--- config.mk ---
export PLATFORM = sky130hd
export DESIGN_NAME = mem_port_arbiter_flat
export DESIGN_NICKNAME = d
export VERILOG_FILES = /design/src/rtl/mem_port_arbiter_if.sv /design/src/rtl/mem_port_arbiter.sv /design/src/flat_wrapper.sv
export SDC_FILE = /design/constraint.sdc
export NUM_CORES = 1
export LEC_CHECK = 0
export ABC_AREA = 1
export BUFFER_PORTS_ARGS = -buffer_cell sky130_fd_sc_hd__buf_4
export CAP_MARGIN = 40
export CORE_MARGIN = 5
export CORE_UTILIZATION = 44
export CTS_CLUSTER_DIAMETER = 200
export DETAILED_ROUTE_END_ITERATION = 10
export PLACE_DENSITY = 0.86
export SETUP_SLACK_MARGIN = 0.1
export SYNTH_ARGS = -nofsm -noshare
export SYNTH_HDL_FRONTEND = slang
export SYNTH_SLANG_ARGS = --single-unit
--- constraint.sdc ---
create_clock -name clk -period 2.49 [get_ports clk]
set_input_delay 0.498 -clock clk [delete_from_list [all_inputs] [get_ports clk]]
set_output_delay 0.498 -clock clk [all_outputs]
set_load 0.02 [all_outputs]
--- src/rtl/mem_port_arbiter_if.sv ---
// Bundles the I-side, D-side and backing-memory signals of the shared memory port arbiter.
// The arbiter uses the slave modport; the requester/memory environment uses master.
interface mem_port_arbiter_if #(
   parameter int ADDR_W = 32,
   parameter int DATA_W = 32
);
   logic              i_req;
   logic [ADDR_W-1:0] i_addr;
   logic              i_ack;
   logic [DATA_W-1:0] i_rdata;

   logic              d_req;
   logic              d_wen;
   logic [ADDR_W-1:0] d_addr;
   logic [DATA_W-1:0] d_wdata;
   logic [3:0]        d_bsel;
   logic              d_ack;
   logic [DATA_W-1:0] d_rdata;

   logic              mem_ren;
   logic              mem_wen;
   logic [ADDR_W-1:0] mem_addr;
   logic [DATA_W-1:0] mem_wdata;
   logic [3:0]        mem_bsel;
   logic [DATA_W-1:0] mem_rdata;

   logic              busy;

   modport slave (
      input  i_req, i_addr, d_req, d_wen, d_addr, d_wdata, d_bsel, mem_rdata,
      output i_ack, i_rdata, d_ack, d_rdata, mem_ren, mem_wen, mem_addr, mem_wdata, mem_bsel, busy
   );

   modport master (
      output i_req, i_addr, d_req, d_wen, d_addr, d_wdata, d_bsel, mem_rdata,
      input  i_ack, i_rdata, d_ack, d_rdata, mem_ren, mem_wen, mem_addr, mem_wdata, mem_bsel, busy
   );
endinterface

--- src/rtl/mem_port_arbiter.sv ---
// Round-robin arbiter sharing one fixed-latency memory between the I-side and D-side MMUs.
// Each transaction runs IDLE -> ACCESS (MEM_LATENCY cycles) -> RESPOND (one-cycle ack).
module mem_port_arbiter #(
   parameter int ADDR_W      = 32,
   parameter int DATA_W      = 32,
   parameter int MEM_LATENCY = 2,
   parameter int CNT_W       = 4
) (
   input  logic              clk,
   input  logic              reset,
   mem_port_arbiter_if.slave bus
);

   typedef enum logic [1:0] {
      IDLE    = 2'd0,
      ACCESS  = 2'd1,
      RESPOND = 2'd2
   } state_t;

   localparam logic [CNT_W-1:0] CNT_INIT = CNT_W'(MEM_LATENCY - 1);
   localparam logic             OWNER_I  = 1'b0;
   localparam logic             OWNER_D  = 1'b1;

   state_t            state_q, state_d;
   logic [CNT_W-1:0]  cnt_q, cnt_d;
   logic              owner_q, owner_d;
   logic              last_grant_q, last_grant_d;
   logic              wen_q, wen_d;
   logic              load;
   logic              capture;
   logic              grant_dside;

   logic [ADDR_W-1:0] addr_q;
   logic [DATA_W-1:0] wdata_q;
   logic [3:0]        bsel_q;
   logic [DATA_W-1:0] i_rdata_q;
   logic [DATA_W-1:0] d_rdata_q;

   // D wins when it is alone, or on a tie when I had the previous grant.
   assign grant_dside = bus.d_req && (!bus.i_req || (last_grant_q == OWNER_I));

   always_comb begin
      state_d      = state_q;
      cnt_d        = cnt_q;
      owner_d      = owner_q;
      last_grant_d = last_grant_q;
      wen_d        = wen_q;
      load         = 1'b0;
      capture      = 1'b0;
      case (state_q)
         IDLE: begin
            if (bus.i_req || bus.d_req) begin
               owner_d      = grant_dside;
               last_grant_d = grant_dside;
               wen_d        = grant_dside && bus.d_wen;
               cnt_d        = CNT_INIT;
               load         = 1'b1;
               state_d      = ACCESS;
            end
         end
         ACCESS: begin
            if (cnt_q == '0) begin
               capture = 1'b1;
               state_d = RESPOND;
            end else begin
               cnt_d = cnt_q - 1'b1;
            end
         end
         RESPOND: begin
            state_d = IDLE;
         end
         default: begin
            state_d = IDLE;
         end
      endcase
   end

   always_ff @(posedge clk or negedge reset) begin
      if (!reset) begin
         state_q      <= IDLE;
         cnt_q        <= '0;
         owner_q      <= OWNER_I;
         last_grant_q <= OWNER_D;
         wen_q        <= 1'b0;
      end else begin
         state_q      <= state_d;
         cnt_q        <= cnt_d;
         owner_q      <= owner_d;
         last_grant_q <= last_grant_d;
         wen_q        <= wen_d;
      end
   end

   // Grant boundary: request payload captured once, later input changes are ignored.
   always_ff @(posedge clk) begin
      if (load) begin
         addr_q  <= grant_dside ? bus.d_addr  : bus.i_addr;
         wdata_q <= grant_dside ? bus.d_wdata : '0;
         bsel_q  <= grant_dside ? bus.d_bsel  : 4'b1111;
      end
   end

   // Access boundary: read data lands in the owner's register on the last access cycle.
   always_ff @(posedge clk or negedge reset) begin
      if (!reset) begin
         i_rdata_q <= '0;
         d_rdata_q <= '0;
      end else if (capture && !wen_q) begin
         if (owner_q == OWNER_D) begin
            d_rdata_q <= bus.mem_rdata;
         end else begin
            i_rdata_q <= bus.mem_rdata;
         end
      end
   end

   // Memory-side outputs are gated by state so reset forces them low asynchronously.
   assign bus.mem_ren   = (state_q == ACCESS) && !wen_q;
   assign bus.mem_wen   = (state_q == ACCESS) &&  wen_q;
   assign bus.mem_addr  = (state_q == ACCESS) ? addr_q  : '0;
   assign bus.mem_wdata = (state_q == ACCESS) ? wdata_q : '0;
   assign bus.mem_bsel  = (state_q == ACCESS) ? bsel_q  : 4'b0000;

   assign bus.i_ack   = (state_q == RESPOND) && (owner_q == OWNER_I);
   assign bus.d_ack   = (state_q == RESPOND) && (owner_q == OWNER_D);
   assign bus.i_rdata = i_rdata_q;
   assign bus.d_rdata = d_rdata_q;
   assign bus.busy    = (state_q == ACCESS) || (state_q == RESPOND);

   property p_cnt_no_underflow;
      @(posedge clk) disable iff (!reset) (state_q == ACCESS) |-> (cnt_q <= CNT_INIT);
   endproperty
   a_cnt_no_underflow: assert property (p_cnt_no_underflow);

endmodule
--- src/flat_wrapper.sv ---
// flat-port wrapper written by rule: the top's interface ports become plain ports
module mem_port_arbiter_flat 
#(
   parameter int ADDR_W      = 32,
   parameter int DATA_W      = 32,
   parameter int MEM_LATENCY = 2,
   parameter int CNT_W       = 4
)
  (clk, reset, bus_i_req, bus_i_addr, bus_d_req, bus_d_wen, bus_d_addr, bus_d_wdata, bus_d_bsel, bus_mem_rdata, bus_i_ack, bus_i_rdata, bus_d_ack, bus_d_rdata, bus_mem_ren, bus_mem_wen, bus_mem_addr, bus_mem_wdata, bus_mem_bsel, bus_busy);
  mem_port_arbiter_if #(.ADDR_W(ADDR_W), .DATA_W(DATA_W)) bus_i ();
  input  logic clk;
  input  logic reset;
  input wire logic [$bits(bus_i.i_req)-1:0] bus_i_req;
  input wire logic [$bits(bus_i.i_addr)-1:0] bus_i_addr;
  input wire logic [$bits(bus_i.d_req)-1:0] bus_d_req;
  input wire logic [$bits(bus_i.d_wen)-1:0] bus_d_wen;
  input wire logic [$bits(bus_i.d_addr)-1:0] bus_d_addr;
  input wire logic [$bits(bus_i.d_wdata)-1:0] bus_d_wdata;
  input wire logic [$bits(bus_i.d_bsel)-1:0] bus_d_bsel;
  input wire logic [$bits(bus_i.mem_rdata)-1:0] bus_mem_rdata;
  output wire logic [$bits(bus_i.i_ack)-1:0] bus_i_ack;
  output wire logic [$bits(bus_i.i_rdata)-1:0] bus_i_rdata;
  output wire logic [$bits(bus_i.d_ack)-1:0] bus_d_ack;
  output wire logic [$bits(bus_i.d_rdata)-1:0] bus_d_rdata;
  output wire logic [$bits(bus_i.mem_ren)-1:0] bus_mem_ren;
  output wire logic [$bits(bus_i.mem_wen)-1:0] bus_mem_wen;
  output wire logic [$bits(bus_i.mem_addr)-1:0] bus_mem_addr;
  output wire logic [$bits(bus_i.mem_wdata)-1:0] bus_mem_wdata;
  output wire logic [$bits(bus_i.mem_bsel)-1:0] bus_mem_bsel;
  output wire logic [$bits(bus_i.busy)-1:0] bus_busy;
  assign bus_i.i_req = bus_i_req;
  assign bus_i.i_addr = bus_i_addr;
  assign bus_i.d_req = bus_d_req;
  assign bus_i.d_wen = bus_d_wen;
  assign bus_i.d_addr = bus_d_addr;
  assign bus_i.d_wdata = bus_d_wdata;
  assign bus_i.d_bsel = bus_d_bsel;
  assign bus_i.mem_rdata = bus_mem_rdata;
  assign bus_i_ack = bus_i.i_ack;
  assign bus_i_rdata = bus_i.i_rdata;
  assign bus_d_ack = bus_i.d_ack;
  assign bus_d_rdata = bus_i.d_rdata;
  assign bus_mem_ren = bus_i.mem_ren;
  assign bus_mem_wen = bus_i.mem_wen;
  assign bus_mem_addr = bus_i.mem_addr;
  assign bus_mem_wdata = bus_i.mem_wdata;
  assign bus_mem_bsel = bus_i.mem_bsel;
  assign bus_busy = bus_i.busy;
  mem_port_arbiter #(.ADDR_W(ADDR_W), .DATA_W(DATA_W), .MEM_LATENCY(MEM_LATENCY), .CNT_W(CNT_W)) u_core (.clk(clk), .reset(reset), .bus(bus_i));
endmodule
==> run metrics <==
Worst Path Required=1990 ps; placer congestion estimate=0.8340; die height=131.8 microns; syn_nets=898; I/O Pins=274; H-tree depth=4; Tot Pwr=0.01245 W; clk sinks=141; first-pass GRT wire length=28.80 mm; grt total ovfl=0; layout net count=1164; 1st-pass router iterations=5; Layout area overhead=44.30%; worst-margin pin slew=a little over 500 ps; clock tree buffer depth=2; Setup Skew=7.655 ps; Worst Setup End Kind=output pin; FF+latch count, synth=141; Syn Inst Count=754; DRC=0; # setup viols final=0; Root Buffer=clkbuf_16; largest net degree at the start of global routing=69; Routed Antenna Nets=0; register area share after synthesis=59.32%; initial antenna violation count=0; wire length per cell=roughly 15 microns; Pwr Density=1323 nW/um^2; diode count=0; fin util=64.77%; max-capacitance violation count=0; Clock Latency Late Sink=410 ps; IO Port Bufs=273; final period utilization=90.71%; Max Slew Vio Count=0; Die W=around 130 microns; Hold Fails Final Rpt=0; CTS tree=done; leakage power=5.303 nW; crit path launch type=register; top post-synthesis cells by area=edfxtp_1, dfrtp_1, nand2_1; Mapped Area=6524 sq um; post-route cell area=9414 sq um; synth unique cells=24; largest family of logic cells by synthesized area=simple AND/OR/NAND/NOR gates; synth warn=0; cell taking the most area after synthesis=edfxtp_1; die area=between 15000 and 20000 sq um; Slew HR=65.33%; Site Rows=44; CTS Buf Count=17; pre-CTS WS=395.4 ps; most frequent cells in the layout=nand2_1, buf_4, inv_1, dfrtp_1, edfxtp_1; Iter 0 DRT Violations=369; compound-gate portion of the synthesized area=less than 1%; layout cells sized above 1=approximately 32%; syn_area_per_cell=8.652 sq um; Critical Path Fanout Max=21; initial core utilization=44.89%; Max Fclk=between 400 and 500 MHz; routed vias=5868; CP arrival=1760 ps; clock slew seen by the registers of the worst setup and hold paths=60 ps; Worst IR Drop VDD=515.5 uV; Final min period=~2300 ps; Setup WS post-layout=~230 ps; routed vias/inst=roughly 4.8; simple-gate share of the synthesized area=28.54%; TNS Setup=0 ps; WL final=17.90 mm; RSZ-0062 raised after global routing=no; Total GRT Usage=20.45%; top cell type's share of synthesized area=31.30%; Detail Placement HPWL=around 13 mm; Crit Path Category=reg2out; adder-cell area share of the yosys netlist=1.343%; commonest non-fill, non-tap cell in the layout=nand2_1; core footprint=14530 sq um; status=completed; XOR/XNOR Fraction of Synth Area=0.1343%; multiplexer share of the synthesized area=0%; post-place instance area=8766 sq um; vias in the first global route=roughly 5.8k; HP Class=in2reg
## sequential cells by signal (all words and copies together), names as in the netlist
name,cells
u_core.last_grant_q,1
u_core.bus.i_rdata,32
u_core.state_q,2
u_core.wen_q,1
u_core.cnt_q,4
u_core.bsel_q,4
u_core.addr_q,32
u_core.bus.d_rdata,32
u_core.wdata_q,32
u_core.owner_q,1
## cell type report
| class | instances | area, sq um |
|---|---|---|
| Clock inverter | 14 | 191.4 |
| Multi-Input combinational cell | 453 | 2006 |
| Clock buffer | 18 | 429.2 |
| Timing Repair Buffer | 292 | 2252 |
| Sequential cell | 141 | 3870 |
| Tap cell | 184 | 230.2 |
| Inverter | 115 | 435.4 |
| Fill cell | 1217 | 5120 |
## final timing paths
path,end,slack (ps),cells past startpoint,from
min in group asynchronous,u_core.bus.d_rdata[20]$_DFFE_PN0P_,460,2,reset
max in group asynchronous,u_core.last_grant_q$_DFFE_PN1P_,1440,3,reset
max,bus_mem_ren,230,6,u_core.state_q[1]$_DFFE_PN0P_
min reg2reg,u_core.bus.i_rdata[5]$_DFFE_PN0P_,470,2,u_core.bus.i_rdata[5]$_DFFE_PN0P_
min,u_core.wen_q$_DFFE_PN0P_,330,3,bus_d_wen
max reg2reg,u_core.addr_q[19]$_DFFE_PP_,370,5,u_core.state_q[0]$_DFFE_PN0P_
## cells in the mapped netlist
| cell type | count |
|---|---|
| nand2_1 | 322 |
| edfxtp_1 | 68 |
| nand3b_1 | 1 |
| a21oi_4 | 1 |
| o21ai_0 | 2 |
| dfstp_2 | 1 |
| buf_2 | 19 |
| clkbuf_1 | 11 |
| ha_1 | 7 |
| nor2_1 | 38 |
| buf_1 | 6 |
| nand3_1 | 10 |
| clkinv_1 | 1 |
| nand3_2 | 1 |
| nor2_4 | 1 |
| or2_1 | 4 |
| inv_2 | 3 |
| inv_1 | 111 |
| nor2_2 | 1 |
| buf_4 | 6 |
| buf_6 | 3 |
| dfrtp_1 | 72 |
| xor2_1 | 1 |
| nand4_1 | 64 |
## per-layer routing
layer  vias to the layer above  global-route usage, %  part of all wire [%]  wire [microns]
met4                         0                  8.000                   2.2             388
met1                      2680                  23.31                    37            6549
li1                       2874                      -                     -               -
met3                        26                  7.977                    11            1906
met2                       288                  34.65                    51            9051
met5                         -                      0                     0               0
## where the power goes
group          switching, W  internal [W]  total (W)
registers          0.000509       0.00356    0.00407
clock network      0.000966       0.00168    0.00264
logic               0.00362       0.00211    0.00574
## what timing repair did
| action | in CTS | in global routing |
|---|---|---|
| hold buffers | 1 | 0 |
| setup endpoints to repair | 1 | 1 |
| resized for setup | 2 | 1 |
| endpoints found under the hold margin | 5 | 0 |
| buffers inserted | 0 | 0 |
| cloned | 0 | 0 |
## through the flow
stage	instances	hold slack, ps
2_1_floorplan	754	202.4
3_3_place_gp	1184	314.3
3_5_place_dp	1184	317.7
4_1_cts	1217	315.6
5_1_grt	1217	326.8
6_report	1217	328.3
## critical path: stages (launching register included)
cell and delay [ps]:
dfrtp_1 400, inv_1 160, ha_4 210, buf_8 180, inv_2 70, nor2_4 150, buf_4 180
## cell families (layout without fill, tap and decap cells)
family                     Yosys count  count (layout)
DFF                                141             141
buffers and inverters              160             439
adders and majority gates            7               7
and+or+nand+nor                    442             442
AOI/OAI and AO/OA                    3               3
xor gates and xnor gates             1               1
Power figures use the tool's default switching activity.
